<file path="src/rtl/branch_predictor.sv">
// Direct-mapped branch predictor for the RV32I fetch stage.
// Each entry holds valid, tag, target and a 2-bit saturating counter. Lookup is
// combinational on if_pc; the table is updated from the resolved EX outcome.
// Optional macro BPU_BYPASS_EN: forward the same-cycle update into the lookup.
module branch_predictor #(
    parameter int unsigned IDX_BITS = 4,
    parameter int unsigned PC_W     = 32
) (
    input  logic            clk,
    input  logic            rst,
    input  logic [PC_W-1:0] if_pc,
    output logic            pred_hit,
    output logic            pred_taken,
    output logic [PC_W-1:0] pred_target,
    input  logic            ex_valid,
    input  logic            ex_is_branch,
    input  logic [PC_W-1:0] ex_pc,
    input  logic            ex_taken,
    input  logic [PC_W-1:0] ex_target,
    input  logic            ex_pred_taken,
    input  logic [PC_W-1:0] ex_pred_target,
    output logic            mispredict,
    output logic [PC_W-1:0] redirect_pc
);

    localparam int unsigned ENTRIES = 1 << IDX_BITS;
    localparam int unsigned TAG_W   = PC_W - IDX_BITS - 2;

    logic             valid_q [ENTRIES];
    logic [TAG_W-1:0] tag_q   [ENTRIES];
    logic [PC_W-1:0]  tgt_q   [ENTRIES];
    logic [1:0]       ctr_q   [ENTRIES];

    logic [IDX_BITS-1:0] if_idx, ex_idx;
    logic [TAG_W-1:0]    if_tag, ex_tag;
    logic                br, ex_hit;

    logic             upd_en;
    logic             upd_valid;
    logic [TAG_W-1:0] upd_tag;
    logic [PC_W-1:0]  upd_tgt;
    logic [1:0]       upd_ctr;

    logic             look_valid;
    logic [TAG_W-1:0] look_tag;
    logic [PC_W-1:0]  look_tgt;
    logic [1:0]       look_ctr;

    assign if_idx = if_pc[IDX_BITS+1:2];
    assign if_tag = if_pc[PC_W-1:IDX_BITS+2];
    assign ex_idx = ex_pc[IDX_BITS+1:2];
    assign ex_tag = ex_pc[PC_W-1:IDX_BITS+2];
    assign br     = ex_valid & ex_is_branch;
    assign ex_hit = valid_q[ex_idx] && (tag_q[ex_idx] == ex_tag);

    // Next value of the entry addressed by ex_pc; gated off while in reset
    always_comb begin
        upd_en    = 1'b0;
        upd_valid = valid_q[ex_idx];
        upd_tag   = tag_q[ex_idx];
        upd_tgt   = tgt_q[ex_idx];
        upd_ctr   = ctr_q[ex_idx];
        if (rst && ex_valid) begin
            if (ex_is_branch) begin
                upd_en = 1'b1;
                if (!ex_hit) begin
                    // Allocate, replacing whatever occupied this index
                    upd_valid = 1'b1;
                    upd_tag   = ex_tag;
                    upd_tgt   = ex_target;
                    upd_ctr   = ex_taken ? 2'b10 : 2'b01;
                end else if (ex_taken) begin
                    upd_tgt = ex_target;
                    upd_ctr = (ctr_q[ex_idx] == 2'b11) ? 2'b11 : ctr_q[ex_idx] + 2'd1;
                end else begin
                    upd_ctr = (ctr_q[ex_idx] == 2'b00) ? 2'b00 : ctr_q[ex_idx] - 2'd1;
                end
            end else if (ex_hit) begin
                // Non-branch matched a stale entry: drop it
                upd_en    = 1'b1;
                upd_valid = 1'b0;
            end
        end
    end

    // Table storage with asynchronous active-low reset
    always_ff @(posedge clk or negedge rst) begin
        if (!rst) begin
            for (int i = 0; i < int'(ENTRIES); i++) begin
                valid_q[i] <= 1'b0;
                tag_q[i]   <= '0;
                tgt_q[i]   <= '0;
                ctr_q[i]   <= 2'b01;
            end
        end else if (upd_en) begin
            valid_q[ex_idx] <= upd_valid;
            tag_q[ex_idx]   <= upd_tag;
            tgt_q[ex_idx]   <= upd_tgt;
            ctr_q[ex_idx]   <= upd_ctr;
        end
    end

    // Zero-latency lookup of the entry addressed by if_pc
    always_comb begin
        look_valid = valid_q[if_idx];
        look_tag   = tag_q[if_idx];
        look_tgt   = tgt_q[if_idx];
        look_ctr   = ctr_q[if_idx];
`ifdef BPU_BYPASS_EN
        if (upd_en && (ex_idx == if_idx)) begin
            look_valid = upd_valid;
            look_tag   = upd_tag;
            look_tgt   = upd_tgt;
            look_ctr   = upd_ctr;
        end
`endif
        pred_hit    = look_valid && (look_tag == if_tag);
        pred_taken  = pred_hit && look_ctr[1];
        pred_target = pred_taken ? look_tgt : if_pc + PC_W'(4);
    end

    // Misprediction detection and redirect target from the EX outcome
    always_comb begin
        mispredict = 1'b0;
        if (rst) begin
            if (br) begin
                mispredict = (ex_taken != ex_pred_taken) ||
                             (ex_taken && ex_pred_taken && (ex_target != ex_pred_target));
            end else if (ex_valid && ex_pred_taken) begin
                mispredict = 1'b1;
            end
        end
        redirect_pc = (br && ex_taken) ? ex_target : ex_pc + PC_W'(4);
    end

endmodule

</file>
<file path="config.mk">
export PLATFORM = sky130hd
export DESIGN_NAME = branch_predictor
export DESIGN_NICKNAME = d
export VERILOG_FILES = /design/src/rtl/branch_predictor.sv
export SDC_FILE = /design/constraint.sdc
export NUM_CORES = 2
export LEC_CHECK = 0
export CORE_AREA = 2 2 314 316
export CTS_CLUSTER_SIZE = 30
export DETAILED_ROUTE_END_ITERATION = 8
export DIE_AREA = 0 0 316 318
export GPL_ROUTABILITY_DRIVEN = 0
export PLACE_DENSITY = 0.79
export SYNTH_ARGS = -nofsm -noshare
export SYNTH_HDL_FRONTEND = slang
export SYNTH_SLANG_ARGS = --single-unit
</file>
<file path="constraint.sdc">
create_clock -name clk -period 15.8 [get_ports clk]
set_clock_uncertainty 0.1 [all_clocks]
set_input_delay 4.74 -clock clk [delete_from_list [all_inputs] [get_ports clk]]
set_output_delay 4.74 -clock clk [all_outputs]
set_load 0.02 [all_outputs]
</file>
==> impl_summary.md <==
Clock tree
The clock tree root driver cell is sky130_fd_sc_hd__clkbuf_16. The clock-pin slew on the worst setup and hold paths is 0.06 ns. The number of gates resized after cts is 0. Counting the buffers created by CTS gives 101. The buffer count from post-CTS setup fixing is 0. The H-tree was split into 3 levels. In this run, post-CTS hold repair placed 0 buffers. The TritonCTS clock tree is done. The insertion delay of the later-clocked pin in the worst-skew pair is 0.70 ns. The worst-case clock buffer depth is 3. For this design, the sink count on the clock tree is 976.

Worst setup path
Data on the critical path is required at its endpoint by 10.96 ns. The worst path buffer plus inverter count is 4. Along the worst path, the maximum fanout reaches 41. The worst register-to-register path ends at tgt_q[510]. By startpoint and endpoint, the worst setup path is classified as in -> out. The worst setup path is captured at an output port. The worst setup path startpoint is if_pc[2]. The startpoint identified for the worst register-to-register timing path is tag_q[167].

The cell type group with the largest total delay on the critical path is buffers and inverters. The largest individual stage delay along the critical path comes from the cell sky130_fd_sc_hd__or4_4. The slack of the worst reg-to-reg path is 10.38 ns. The worst-case reg-to-reg path depth is 11. For this run, the slowest stage of the critical path takes 0.70 ns. Walking the worst path, the cells encountered are buf_8 -> buf_4 -> mux4_2 -> nor2b_1 -> a211oi_1 -> a21oi_1 -> xnor2_1 -> nand4_1 -> or4_4 -> or2_2 -> buf_4 -> mux2_4 -> clkdlybuf4s50_1. Data on the critical path arrives at its endpoint at 10.06 ns. By instance count, the cell type seen most on the critical path is sky130_fd_sc_hd__buf_4.

The critical path launch point type is an input port.

Synthesis
In the synthesized netlist the async set-or-reset flop fraction comes to 100%. The cell type contributing the most total cell area after synthesis is sky130_fd_sc_hd__dfrtp_1. The synthesized net count is 4965. The synthesized netlist devotes 12.1% of its cell area to compound gates.

The adder and majority gate portion of the synthesized area is 0.139%. A synthesized cell averages 11.2 um^2. By area the synthesized netlist is led by sky130_fd_sc_hd__dfrtp_1 44%, sky130_fd_sc_hd__mux4_2 22%, sky130_fd_sc_hd__o21ai_0 8.3%. The Yosys step of the flow raised 0 warnings. After synthesis, the share of cell area in mux cells is 26.1%. The synthesized netlist devotes 9.56% of its cell area to simple gates. The cell area that synthesis handed to floorplanning was 54200 um^2. The gate count of the mapped netlist is 4825. The fraction of synthesized cell area taken by the top area cell type is 44.4%. The parity-gate share of the synthesized area counting xor and xnor cells is 2.43%.

Counting distinct cell types in the post-synthesis netlist gives 69. The share of synthesized area occupied by flip-flops and latches is 45.1%. The number of enable flip-flop cells after synthesis is 0. After synthesis, the largest family of logic cells by area is multiplexers. The register bit count reported by yosys is 976. Among all flip-flop cells after synthesis, the most frequent one is sky130_fd_sc_hd__dfrtp_1.

STA
The final sum of negative setup slack is 0 ns. The number of setup violations in the final report is 0. For the finished layout, the period the worst path requires is 14.90 ns. The headroom to the max-slew limit is 13.7%. The fmax is 67.1 MHz.

The number of failing hold endpoints at the final stage is 0. After layout, the worst path uses 94.3% of the clock period. The slew of the pin with the lowest slew margin is 1.30 ns.

The final number of max-transition violations is 0. Setup repair after global routing left no endpoint under its margin.

Die
The core box area is 97400 um^2. The horizontal die dimension is 316 um. The initial standard-cell utilization of the core is 55.6%.

The I/O pin total is 201. Row generation in the floorplan step produced 115 rows. In this run the vertical extent of the chip is 318 um. The die footprint is 100000 um^2.

Detailed routing
The ratio of routed vias to standard cells is 6.88. The routed wire length is 176000 um. The number of search-and-repair iterations in the first detailed-routing pass is 6.

The per-cell routed wire length is 28.8 um. For this run, design rule violations remaining after detail routing come to 0. The count of nets left with antenna violations once routing finished came out at 0. The total number of vias is 42200. The first routing iteration left 5742 violations.

Hold path
In this run the most critical hold path is launched from ctr_q[16]. The worst hold path terminates at ctr_q[16]. The class of the worst hold path is reg -> reg. Along the worst hold path, the cell count comes to 2.

Placement
Buffers placed on the I/O ports in this run total 200. After legalization and detailed placement, the total HPWL measured 109000 um. After detailed placement, the total cell area comes to 56600 um^2.

GRT
The number of antenna violations at the first check in global routing is 12. met2 is the most crowded layer. The via count of the first global-routing pass came to 42500.

Global routing consumed, over all layers together, 35.5% of the routing resources. The aggregate global routing overflow is 0. The global routing usage on met2 is 50.0%. The wire length of the first global-routing pass is 266000 um. The pin count of the biggest net entering global routing is 160. For this run, global-route usage on met3 was measured as 17.2%. The met1 global-route usage is 44.6%.

Run
The tool flagged a number of max-cap violations equal to 0.

Layout
The fill cell instance count of the final layout is 7145. Compared with the post-synthesis result, the final layout area differs by 10.9%. The total number of nets in the final design is 4890.

The final design area excluding fillers is 60100 um^2. In the final layout, the share of cells above drive strength 1 is 19.3%.

Power and ir drop
The post-layout total power is 6400 uW. VDD sags by at most 0.0872 mV. Power spread over the standard cell area amounts to 106 nW/um^2. The static power due to leakage is 0.0249 uW.

Status
The run finished with clean final reports.
worst min-delay path, stage by stage (launching register included):
cell and delay (ns):
sky130_fd_sc_hd__dfstp_2 0.36, sky130_fd_sc_hd__inv_1 0.04, sky130_fd_sc_hd__mux2i_1 0.06
registers in the layout, summed over array words and instances (netlist names):
signal and count:
tgt_q 512, valid_q 16, ctr_q 32, tag_q 416
metal layers:
layer	part of all wire, %	up-vias
met3	16	727
met2	43	3134
li1	-	17300
met4	6.3	20
met1	35	21000
met5	0.15	-
report_power, final:
group | total, uW | switching, uW | internal (uW)
Sequential | 2870 | 169 | 2700
Combinational | 998 | 558 | 441
Clock | 2530 | 1050 | 1480
Total | 6400 | 1770 | 4620
layout make-up:
| cell class | count | area, um^2 | area share (%) |
|---|---|---|---|
| well taps | 1287 | 1610 | 2.68 |
| clock inverters | 43 | 524 | 0.873 |
| inverters | 65 | 244 | 0.406 |
| clock buffers | 146 | 2990 | 4.98 |
| multi-input cells | 3316 | 27500 | 45.7 |
| flip-flops and latches | 976 | 24400 | 40.7 |
| diodes | 4 | 10.0 | 0.0167 |
| repair buffers | 290 | 2800 | 4.66 |
synth_stat cells, drive strengths merged, types with 64 or more instances:
cell,instances
nand2,1024
dfrtp,960
o21ai,937
mux4,521
clkbuf,238
buf,230
mux2i,176
nor2,89
xor2,78
xnor2,72
a21oi,67
inv,64
cells by family (layout without fill, tap and decap cells):
family | after synthesis | in the layout
other cells | 0 | 4
simple gates | 1277 | 1277
fa+ha+maj | 6 | 6
compound gates | 1141 | 1141
mux | 742 | 742
flops | 976 | 976
buf+inv | 533 | 544
xor+xnor | 150 | 150
stage by stage:
step / worst slack [ns] / utilization, % / cells / hold slack (ns)
global placement: 1.11 / 58.1 / 5934 / 0.354
CTS: 1.06 / 61.7 / 6123 / 0.369
finish: 0.900 / 61.7 / 6127 / 0.365
detailed placement: 1.07 / 58.1 / 5934 / 0.359
floorplan: 2.69 / - / 4825 / 0.346
global route: 0.705 / 61.7 / 6124 / 0.382
layout by cell type (no fill, tap or decap), types with 24 or more instances in the layout:
cell type / synthesis / routed
sky130_fd_sc_hd__nand2_1: 1024 / 1023
sky130_fd_sc_hd__nor2b_1: 31 / 29
sky130_fd_sc_hd__xnor2_1: 72 / 72
sky130_fd_sc_hd__a31oi_4: 30 / 30
sky130_fd_sc_hd__buf_4: 52 / 83
sky130_fd_sc_hd__o21ai_1: 39 / 28
sky130_fd_sc_hd__a22oi_1: 28 / 28
sky130_fd_sc_hd__clkdlybuf4s50_1: 0 / 190
sky130_fd_sc_hd__inv_1: 63 / 63
sky130_fd_sc_hd__a21oi_1: 64 / 63
sky130_fd_sc_hd__dfrtp_1: 960 / 960
sky130_fd_sc_hd__mux2_2: 27 / 27
sky130_fd_sc_hd__mux2i_1: 161 / 161
sky130_fd_sc_hd__a211oi_1: 27 / 27
sky130_fd_sc_hd__mux4_2: 521 / 521
sky130_fd_sc_hd__nor2_1: 89 / 87
sky130_fd_sc_hd__xor2_1: 78 / 78
sky130_fd_sc_hd__clkbuf_8: 0 / 24
sky130_fd_sc_hd__o21ai_0: 897 / 894
sky130_fd_sc_hd__clkbuf_16: 0 / 104
sky130_fd_sc_hd__nand3_1: 29 / 29
how the worst max path moves through the flow:
stage	cells after the start	endpoint
after floorplan	15	pred_target[11]
final	13	pred_target[5]
after CTS	13	pred_target[5]
after global routing	13	pred_target[31]
after global placement	13	pred_target[9]
after detailed placement	13	pred_target[5]
No activity file was read; power rests on OpenSTA's default activity.
